## src/rtl/fxp_pkg.sv

```systemverilog
// fxp_pkg: Q8.8 fixed-point types, saturation helper and the FSM state
// encoding shared by the layer_backward slice.
package fxp_pkg;

    localparam int DATA_W    = 16;
    localparam int FRAC_BITS = 8;

    typedef logic signed [DATA_W-1:0]   fxp_t;
    typedef logic signed [2*DATA_W-1:0] fxp_prod_t;

    typedef enum logic [1:0] {
        S_IDLE,
        S_DELTA,
        S_GRAD,
        S_DONE
    } state_t;

    // Clamp a wide signed value into the Q8.8 range [0x8000, 0x7FFF].
    function automatic fxp_t sat16(input logic signed [63:0] v);
        if (v > 64'sd32767) begin
            return 16'sh7FFF;
        end else if (v < -64'sd32768) begin
            return 16'sh8000;
        end else begin
            return fxp_t'(v[15:0]);
        end
    endfunction

endpackage

```

## src/rtl/fxp_mul_shift_sat.sv

```systemverilog
// fxp_mul_shift_sat: signed Q8.8 multiply returning the raw 32-bit product
// and the rescaled (>>> FRAC_BITS), saturated 16-bit result.
import fxp_pkg::*;

module fxp_mul_shift_sat (
    input  fxp_t      a_i,
    input  fxp_t      b_i,
    output fxp_prod_t prod_o,
    output fxp_t      sat_o
);

    // Full-precision product, then arithmetic rescale and clamp.
    always_comb begin
        prod_o = fxp_prod_t'(a_i) * fxp_prod_t'(b_i);
        sat_o  = sat16(64'(prod_o >>> FRAC_BITS));
    end

endmodule

```

## src/rtl/layer_backward.sv

```systemverilog
// layer_backward: backward pass of one fully-connected Q8.8 layer.
// Produces db, dw and dx from the upstream gradient dy.
// Build option: define LAYER_BWD_RELU_EN to mask delta with the ReLU derivative.
import fxp_pkg::*;

module layer_backward #(
    parameter int N_IN  = 2,
    parameter int N_OUT = 1
) (
    input  logic                      clk,
    input  logic                      rst_n,
    input  logic                      start,
    input  logic [N_IN*16-1:0]        x,
    input  logic [N_OUT*16-1:0]       y,
    input  logic [N_OUT*16-1:0]       dy,
    input  logic [N_OUT*N_IN*16-1:0]  w,
    output logic [N_IN*16-1:0]        dx,
    output logic [N_OUT*N_IN*16-1:0]  dw,
    output logic [N_OUT*16-1:0]       db,
    output logic                      busy,
    output logic                      done
);

    localparam int ACC_W = 32 + $clog2(N_OUT + 1);
    localparam int OW    = (N_OUT > 1) ? $clog2(N_OUT) : 1;
    localparam int IW    = (N_IN  > 1) ? $clog2(N_IN)  : 1;

    state_t                  state_q, state_d;
    logic [OW-1:0]           o_q;
    logic [IW-1:0]           i_q;
    logic                    o_last, i_last;
    logic                    drain_q;

    fxp_t                    x_q     [N_IN];
    fxp_t                    dy_q    [N_OUT];
    fxp_t                    w_q     [N_OUT][N_IN];
    fxp_t                    delta_q [N_OUT];
    fxp_t                    delta_new;
    logic signed [ACC_W-1:0] acc_q   [N_IN];
    logic signed [ACC_W-1:0] acc_d   [N_IN];

    logic                    pv_q;
    logic [OW-1:0]           po_q;
    logic [IW-1:0]           pi_q;
    fxp_prod_t               prod_q;
    fxp_t                    dwv_q;

    fxp_t                    dx_q [N_IN];
    fxp_t                    dw_q [N_OUT][N_IN];
    fxp_t                    db_q [N_OUT];

    fxp_prod_t               prod_dx;
    fxp_t                    sat_dw;
    fxp_prod_t               unused_prod_dw;
    fxp_t                    unused_sat_dx;

`ifdef LAYER_BWD_RELU_EN
    fxp_t                    y_q [N_OUT];
`else
    logic                    unused_y;
    assign unused_y = ^y;
`endif

    assign o_last = (o_q == OW'(N_OUT - 1));
    assign i_last = (i_q == IW'(N_IN - 1));

    fxp_mul_shift_sat u_mul_dw (
        .a_i    (delta_q[o_q]),
        .b_i    (x_q[i_q]),
        .prod_o (unused_prod_dw),
        .sat_o  (sat_dw)
    );

    fxp_mul_shift_sat u_mul_dx (
        .a_i    (w_q[o_q][i_q]),
        .b_i    (delta_q[o_q]),
        .prod_o (prod_dx),
        .sat_o  (unused_sat_dx)
    );

    // Masked (or pass-through) gradient for the output currently in DELTA.
    always_comb begin
`ifdef LAYER_BWD_RELU_EN
        delta_new = (y_q[o_q] > 16'sd0) ? dy_q[o_q] : '0;
`else
        delta_new = dy_q[o_q];
`endif
    end

    // Accumulators plus the product retired from the multiplier register this cycle.
    always_comb begin
        for (int unsigned i = 0; i < N_IN; i++) begin
            acc_d[i] = acc_q[i];
            if (pv_q && (pi_q == IW'(i))) begin
                acc_d[i] = acc_q[i] + ACC_W'(prod_q);
            end
        end
    end

    // State register.
    always_ff @(posedge clk) begin
        if (!rst_n) begin
            state_q <= S_IDLE;
        end else begin
            state_q <= state_d;
        end
    end

    // Next-state logic; GRAD holds one extra cycle to retire the last registered product.
    always_comb begin
        state_d = state_q;
        unique case (state_q)
            S_IDLE:  if (start)   state_d = S_DELTA;
            S_DELTA: if (o_last)  state_d = S_GRAD;
            S_GRAD:  if (drain_q) state_d = S_DONE;
            S_DONE:               state_d = S_IDLE;
            default:              state_d = S_IDLE;
        endcase
    end

    // Status outputs decoded from the state.
    always_comb begin
        busy = (state_q != S_IDLE);
        done = (state_q == S_DONE);
    end

    // Datapath: operand capture, delta/db, pipelined gradient products, dx finalisation.
    always_ff @(posedge clk) begin
        if (!rst_n) begin
            o_q     <= '0;
            i_q     <= '0;
            drain_q <= 1'b0;
            pv_q    <= 1'b0;
            po_q    <= '0;
            pi_q    <= '0;
            prod_q  <= '0;
            dwv_q   <= '0;
            for (int unsigned i = 0; i < N_IN; i++) begin
                x_q[i]   <= '0;
                acc_q[i] <= '0;
                dx_q[i]  <= '0;
            end
            for (int unsigned o = 0; o < N_OUT; o++) begin
                dy_q[o]    <= '0;
                delta_q[o] <= '0;
                db_q[o]    <= '0;
`ifdef LAYER_BWD_RELU_EN
                y_q[o]     <= '0;
`endif
                for (int unsigned i = 0; i < N_IN; i++) begin
                    w_q[o][i]  <= '0;
                    dw_q[o][i] <= '0;
                end
            end
        end else begin
            pv_q <= 1'b0;
            unique case (state_q)
                S_IDLE: begin
                    if (start) begin
                        o_q     <= '0;
                        i_q     <= '0;
                        drain_q <= 1'b0;
                        for (int unsigned i = 0; i < N_IN; i++) begin
                            x_q[i]   <= x[i*16 +: 16];
                            acc_q[i] <= '0;
                        end
                        for (int unsigned o = 0; o < N_OUT; o++) begin
                            dy_q[o] <= dy[o*16 +: 16];
`ifdef LAYER_BWD_RELU_EN
                            y_q[o]  <= y[o*16 +: 16];
`endif
                            for (int unsigned i = 0; i < N_IN; i++) begin
                                w_q[o][i] <= w[(o*N_IN + i)*16 +: 16];
                            end
                        end
                    end
                end
                S_DELTA: begin
                    delta_q[o_q] <= delta_new;
                    db_q[o_q]    <= delta_new;
                    o_q          <= o_last ? '0 : o_q + 1'b1;
                end
                S_GRAD: begin
                    if (!drain_q) begin
                        prod_q <= prod_dx;
                        dwv_q  <= sat_dw;
                        po_q   <= o_q;
                        pi_q   <= i_q;
                        pv_q   <= 1'b1;
                        if (i_last) begin
                            i_q <= '0;
                            if (o_last) begin
                                drain_q <= 1'b1;
                            end else begin
                                o_q <= o_q + 1'b1;
                            end
                        end else begin
                            i_q <= i_q + 1'b1;
                        end
                    end
                    if (pv_q) begin
                        dw_q[po_q][pi_q] <= dwv_q;
                    end
                    for (int unsigned i = 0; i < N_IN; i++) begin
                        acc_q[i] <= acc_d[i];
                        if (drain_q) begin
                            dx_q[i] <= sat16(64'(acc_d[i] >>> FRAC_BITS));
                        end
                    end
                end
                default: ;
            endcase
        end
    end

    for (genvar gi = 0; gi < N_IN; gi++) begin : g_dx
        assign dx[gi*16 +: 16] = dx_q[gi];
    end

    for (genvar go = 0; go < N_OUT; go++) begin : g_out
        assign db[go*16 +: 16] = db_q[go];
        for (genvar gi = 0; gi < N_IN; gi++) begin : g_dw
            assign dw[(go*N_IN + gi)*16 +: 16] = dw_q[go][gi];
        end
    end

endmodule

```

## config.mk

```make
export PLATFORM = sky130hd
export DESIGN_NAME = layer_backward
export DESIGN_NICKNAME = d
export VERILOG_FILES = /design/src/rtl/fxp_pkg.sv /design/src/rtl/fxp_mul_shift_sat.sv /design/src/rtl/layer_backward.sv
export SDC_FILE = /design/constraint.sdc
export NUM_CORES = 2
export LEC_CHECK = 0
export CAP_MARGIN = 30
export CORE_MARGIN = 3
export CORE_UTILIZATION = 35
export CTS_BUF_LIST = sky130_fd_sc_hd__clkbuf_8
export DETAILED_ROUTE_END_ITERATION = 8
export GPL_TIMING_DRIVEN = 0
export MAX_ROUTING_LAYER = met4
export SYNTH_ARGS = -nofsm -noshare
export SYNTH_HDL_FRONTEND = slang
export SYNTH_SLANG_ARGS = --single-unit
```

## constraint.sdc

```tcl
create_clock -name clk -period 15.3 [get_ports clk]
set_clock_uncertainty 0.05 [all_clocks]
set_input_delay 1.53 -clock clk [delete_from_list [all_inputs] [get_ports clk]]
set_output_delay 1.53 -clock clk [all_outputs]
set_load 0.005 [all_outputs]
```

# ---- Word-level counts from Yosys, hierarchy flattened
# Memory sizes are Yosys's and may differ from the RTL's. A register that Yosys moved wholly into a read port is not among the register bits.
# Index checks and enable logic that the tools add are counted.
dict set report totals {
  word_cells 147
  inputBits 99
  register_bits 55
  mem_count 8
  mem_bits_rw 242
  out_inout_bits 82
}
dict set report classes {
  reduce_logical 19
  bitwise 12
  n_addsub 4
  n_eq_ne 8
  multipliers 2
  order_cmp 9
  mux 77
}
# memory depth word_bits rd rd_ports_with_merged_regs write_ports line_no
set memory_table {}
lappend memory_table {acc_q 2 33 2 0 2 layer_backward.sv:39} ;# logic signed [ACC_W-1:0] acc_q [N_IN];
lappend memory_table {dw_q 1 32 1 0 2 layer_backward.sv:49} ;# fxp_t dw_q [N_OUT][N_IN];
lappend memory_table {dx_q 2 16 2 0 2 layer_backward.sv:48} ;# fxp_t dx_q [N_IN];
lappend memory_table {w_q 1 32 1 0 2 layer_backward.sv:36} ;# fxp_t w_q [N_OUT][N_IN];
lappend memory_table {x_q 2 16 1 1 2 layer_backward.sv:34} ;# fxp_t x_q [N_IN];
lappend memory_table {db_q 1 16 1 0 1 layer_backward.sv:50} ;# fxp_t db_q [N_OUT];
lappend memory_table {{+2 memories} -- -- -- -- -- --}
# operator n
set op_table {}
lappend op_table {{$mux 16} 23}
lappend op_table {{$mux 33} 6}
lappend op_table {{$mux 32} 5}
lappend op_table {{$reduce_or 32->1} 3}
lappend op_table {{$add 33x32->33} 2}
lappend op_table {{$mul 16x16->32} 2}
lappend op_table {{$gt 25x16->1 const B} 2}
lappend op_table {{$lt 25x16->1 const B} 2}
lappend op_table {{$reduce_or 16->1} 3}
lappend op_table {{$mux 1} 33}
lappend op_table {{$gt 24x16->1 const B} 1}
lappend op_table {{$lt 24x16->1 const B} 1}
lappend op_table {{$demux 16 s1} 1}
lappend op_table {{$mux 2} 5}
lappend op_table {{$ne 2x2->1 const B} 5}
lappend op_table {{$or 1x1->1} 8}
lappend op_table {{$pmux 2 s4} 1}
lappend op_table {{$reduce_and 2->1} 3}
lappend op_table {{$reduce_and 3->1} 2}
lappend op_table {{$eq 2x2->1 const B} 2}
lappend op_table {{$ge 2x2->1 const B} 2}
lappend op_table {{$not 1->2} 2}
lappend op_table {{$pmux 1 s2} 2}
lappend op_table {{$reduce_and 4->1} 1}
lappend op_table {{9 further kinds} 14}

# ---- Logic depth before layout (Yosys ltp)
dict set report logic_depth {
  ltp_word 10
  ltp_mapped 29
  ltp_nobuf 26
}

# ---- Modules after synthesis
# From an unflattened synthesis, not the netlist that was laid out.
dict set report unflattened {
  cells_unflattened 3822
  hier_area_um2 35718.0
}
# module cells_per_inst area_each_um2 seq_area_each_um2 instances
set by_module_without_submodules {}
lappend by_module_without_submodules {layer_backward 1477 15038.2 7727.4 1}
lappend by_module_without_submodules {{fxp_mul_shift_sat (u_mul_dw)} 1179 10413.7 0.0 1}
lappend by_module_without_submodules {{fxp_mul_shift_sat (u_mul_dx)} 1166 10266.1 0.0 1}

# ---- Worst setup path before layout
# Ideal clock, no wire load.
dict set report synth_timing {
  path_kind {flip-flop to flip-flop}
  start {reg (tool-made name)}
  end {reg dwv_q[0]}
  path_stages_with_launch 27
  n_path_buf 4
  setup_ns 0.122
  t_required_ns 15.128
  path_slack_ns 7.866
  t_arrival_ns 7.262
  period_less_slack_ns 7.434
  cell_sequence {dfxtp_1 -> buf_6 -> clkbuf_1 -> mux2i_1 -> clkbuf_1 -> nor2_1 -> fa_1 -> fa_1 -> fa_1 -> fa_1 -> fa_1 -> inv_1 -> fa_1 -> inv_1 -> ha_1 -> and3_1 -> and3_1 -> a22oi_1 -> o31ai_4 -> o2111ai_4 -> nand2b_1 -> a21oi_2 -> xnor2_1 -> or3b_4 -> o21ai_4 -> buf_6 -> a21oi_2}
}
# element line_no
set synth_lines {}
lappend synth_lines {{to (signal assigned)} layer_backward.sv:186} ;# dwv_q <= sat_dw;
lappend synth_lines {{to (decl)} layer_backward.sv:46} ;# fxp_t dwv_q;

==> impl_summary.md <==
Outcome
The flow ran to the end, and the final reports show no timing, DRC or antenna violations.

Floorplan
Row generation in the floorplan step produced 114 rows. The core region is 97300 sq um. The die covers 102000 sq um. The y dimension of the die is 320 um.

In this run the horizontal extent of the chip is 320 um. The I/O pin count is 181. Once the floorplan was initialized, standard cells occupied 35.5% of the core.

Worst setup path
The arrival time of the worst setup path is 10.12 ns. Along the worst path, the maximum fanout reaches 10. The required time reported for the critical path endpoint is 15.85 ns. The classification of the worst setup path is register to register. The buffers plus inverters on the worst setup path is 9. The standard cell with the maximum stage delay on the critical path is sky130_fd_sc_hd__fa_1. STA classifies the critical path startpoint as a register.

The worst setup path is captured at a register. The cell occurring most often along the worst timing path is sky130_fd_sc_hd__fa_1. The kind of cell with the highest combined delay along the critical path is adder cells. The stage delay of the slowest cell on the critical path is 0.95 ns.

Logic synthesis
In this run, distinct cell masters in the synthesized netlist total 89. The number of enable flip-flop cells after synthesis is 210. Counting every net in the synthesized netlist gives 4460. The primary flip-flop cell chosen by synthesis mapping is sky130_fd_sc_hd__edfxtp_1. The total standard cell area after synthesis is 34500 sq um. Counting flops with an async set or reset pin after synthesis yields a share of 0%. The count of warnings emitted by yosys is 0.

The sequential area share after synthesis is 22.4%. Synthesis produced 3606 cells. The mean instance size in the synthesized netlist is 9.58 sq um.

In this run, synthesis produced a sequential element count of 281.

Layout
The layout cell share with drive strength beyond 1 is 4.58%. Compared with the post-synthesis result, the final layout area differs by 12.4%. In the layout the commonest cells are sky130_fd_sc_hd__inv_1 (615), sky130_fd_sc_hd__fa_1 (525), sky130_fd_sc_hd__nand2_1 (425).

The most common cell after layout, fill and taps aside is sky130_fd_sc_hd__inv_1. At the end of the flow, the number of nets in the layout was 4680.

CTS
The post-CTS repair timing setup buffer count is 0. The clock passes through at most 3 buffers. TritonCTS built the clock tree.

At the later pin of the worst-skew pair, clock insertion delay measures 0.71 ns. The clock sink count is 281. Clock-pin slew was measured on the worst setup and hold paths at 0.06 ns. The root buffer cell is sky130_fd_sc_hd__clkbuf_8. The number of hold buffers added after CTS was 0. Counting the buffers created by CTS gives 49. The post-CTS resize count is 0. CTS built an H-tree with a depth of 2.

STA
Derived from the worst setup path, the maximum achievable clock frequency is 0.105 GHz. After routing, the total negative slack on setup checks comes to 0 ns. Of the available clock period, the critical path in the final layout requires 62.5%.

The number of endpoints with negative hold slack in the final report is 0. Setup repair after global routing left no endpoint under its margin. At the pin with the least slew margin, the transition time is 1.02 ns.

Subtracting the final worst setup slack from the clock period gives 9.56 ns. The number of max-slew violations in the final report is 0. The remaining max-slew budget at the tightest pin is 29.9%. Setup violations remaining at the end of the flow were counted as 0.

Min path
The worst hold path belongs to the class register to register.

GRT
Entering global routing, the biggest net connects 58 pins. The total global routing overflow is 0. The global-route wire length before repair is 156 mm. For this run, the total global-route usage over all layers was measured as 20.3%. The number of global-route vias before repair came to 27052.

The number of antenna violations at the first check in global routing came to 4.

Placement
At the end of routability-driven placement, the weighted congestion stood at 0.992. The HPWL after detailed placement is 81.9 mm. In this run the tool buffered the top-level ports with 163 buffer cells.

Drt
The final route contains 25660 vias. The via density per instance is 4.99. The wire length reported by the detailed router is 98.6 mm. The final routed DRC violation total is 0.

The routed length per placed instance is 19.2 um. The first-iteration detailed-routing DRC count is 1583. For this run, the detailed router's first-pass iteration total came to 7. Once detail routing completed, the nets flagged for antenna violations numbered 0.

Job
The max-capacitance violation count is 0.
==> final timing paths <==
kind / startpoint / end / slack (ns) / cells after the start
hold / removal: dw_q[0][8] / dw_q[0][8] / 0.42 / 2
setup / recovery: register / dwv_q[12] / 5.74 / 28
hold reg to reg: dw_q[0][8] / dw_q[0][8] / 0.42 / 2
setup reg to reg: register / dwv_q[12] / 5.74 / 28
==> sequential cells by signal, indices dropped and copies added (netlist names), named ones only <==
name     flops
acc_q       66
dw_q        32
dx_q        32
prod_q      32
w_q         32
x_q         32
delta_q     16
dwv_q       16
dy_q        16
state_q      2
drain_q      1
i_last       1
pi_q         1
pv_q         1
==> worst register-to-register path, delay by kind of cell, from the launching register on <==
kind / cells / cell delay, ns
buffers and inverters: 9 / 1.90
multiplexers: 1 / 0.48
AO/OA/AOI/OAI: 8 / 1.65
XOR/XNOR: 1 / 0.78
adder cells (fa/ha/maj): 7 / 3.90
flip-flops: 1 / 0.32
AND/OR/NAND/NOR: 2 / 0.44
==> through the flow <==
step	utilization, %	cells	area (sq um)	hold slack, ns	setup slack [ns]
3_3_place_gp	38.8	5045	37800	0.404	5.93
4_1_cts	39.9	5140	38800	0.422	5.98
3_5_place_dp	38.9	5051	37900	0.413	5.97
5_1_grt	39.9	5142	38800	0.457	5.38
2_1_floorplan	-	3606	34500	0.396	7.87
6_report	39.9	5144	38800	0.419	5.74
==> layer usage <==
metal | wire, um | part of all wire, % | global-route usage (%) | up-vias
met5 | 0 | 0 | - | -
met1 | 43700 | 44 | 26.9 | 12753
li1 | - | - | - | 11974
met3 | 7160 | 7.3 | 3.81 | 151
met4 | 2890 | 2.9 | 5.44 | 0
met2 | 44900 | 46 | 32.1 | 782
==> area by class of cell <==
type | instances | area, sq um
inverter | 601 | 2260
timing repair buffer | 169 | 1730
buffer | 158 | 636
fill | 9816 | 58400
sequential | 281 | 7730
tap | 1276 | 1600
multi-input combinational | 2566 | 23900
antenna | 4 | 10.0
clock inverter | 39 | 263
clock buffer | 50 | 688
==> Yosys cell counts (all sizes together) (5+ instances only) <==
master | n | area, sq um
inv | 601 | 2260
fa | 525 | 10500
nand2 | 426 | 1600
and2 | 251 | 1570
ha | 230 | 2880
edfxtp | 210 | 6310
nor2 | 163 | 612
a21oi | 157 | 838
clkbuf | 148 | 556
o21ai | 107 | 558
nor2b | 92 | 576
dfxtp | 71 | 1420
xnor2 | 67 | 587
and3 | 56 | 350
a21o | 43 | 332
nand3 | 39 | 195
a21boi | 35 | 263
nand2b | 34 | 213
xor2 | 33 | 289
nor3 | 31 | 160
mux2 | 27 | 308
or2 | 25 | 156
o21a | 23 | 173
a211oi | 21 | 158
mux2i | 18 | 184
nand4 | 18 | 113
o211ai | 13 | 116
or3 | 12 | 75.1
a31oi | 10 | 62.6
buf | 10 | 80.1
a211o | 9 | 78.8
nor3b | 8 | 60.1
o21bai | 8 | 60.1
nor4 | 7 | 58.8
and4 | 6 | 53.8
o31ai | 5 | 51.3
==> kinds of logic (layout without fill, tap and decap cells) <==
group | count (synthesis) | count (layout) | synth area share [%]
and+or+nand+nor | 1182 | 1182 | 17.2
buffers and inverters | 759 | 1017 | 8.37
adders and majority gates | 755 | 755 | 38.8
AOI/OAI and AO/OA | 484 | 484 | 9.38
DFF | 281 | 281 | 22.4
xor gates and xnor gates | 100 | 100 | 2.54
muxes | 45 | 45 | 1.42
other | 0 | 4 | 0
Power is left out: the tool's default activity adds up to more than one toggle a clock period on the data nets, which glitch-free logic cannot reach.
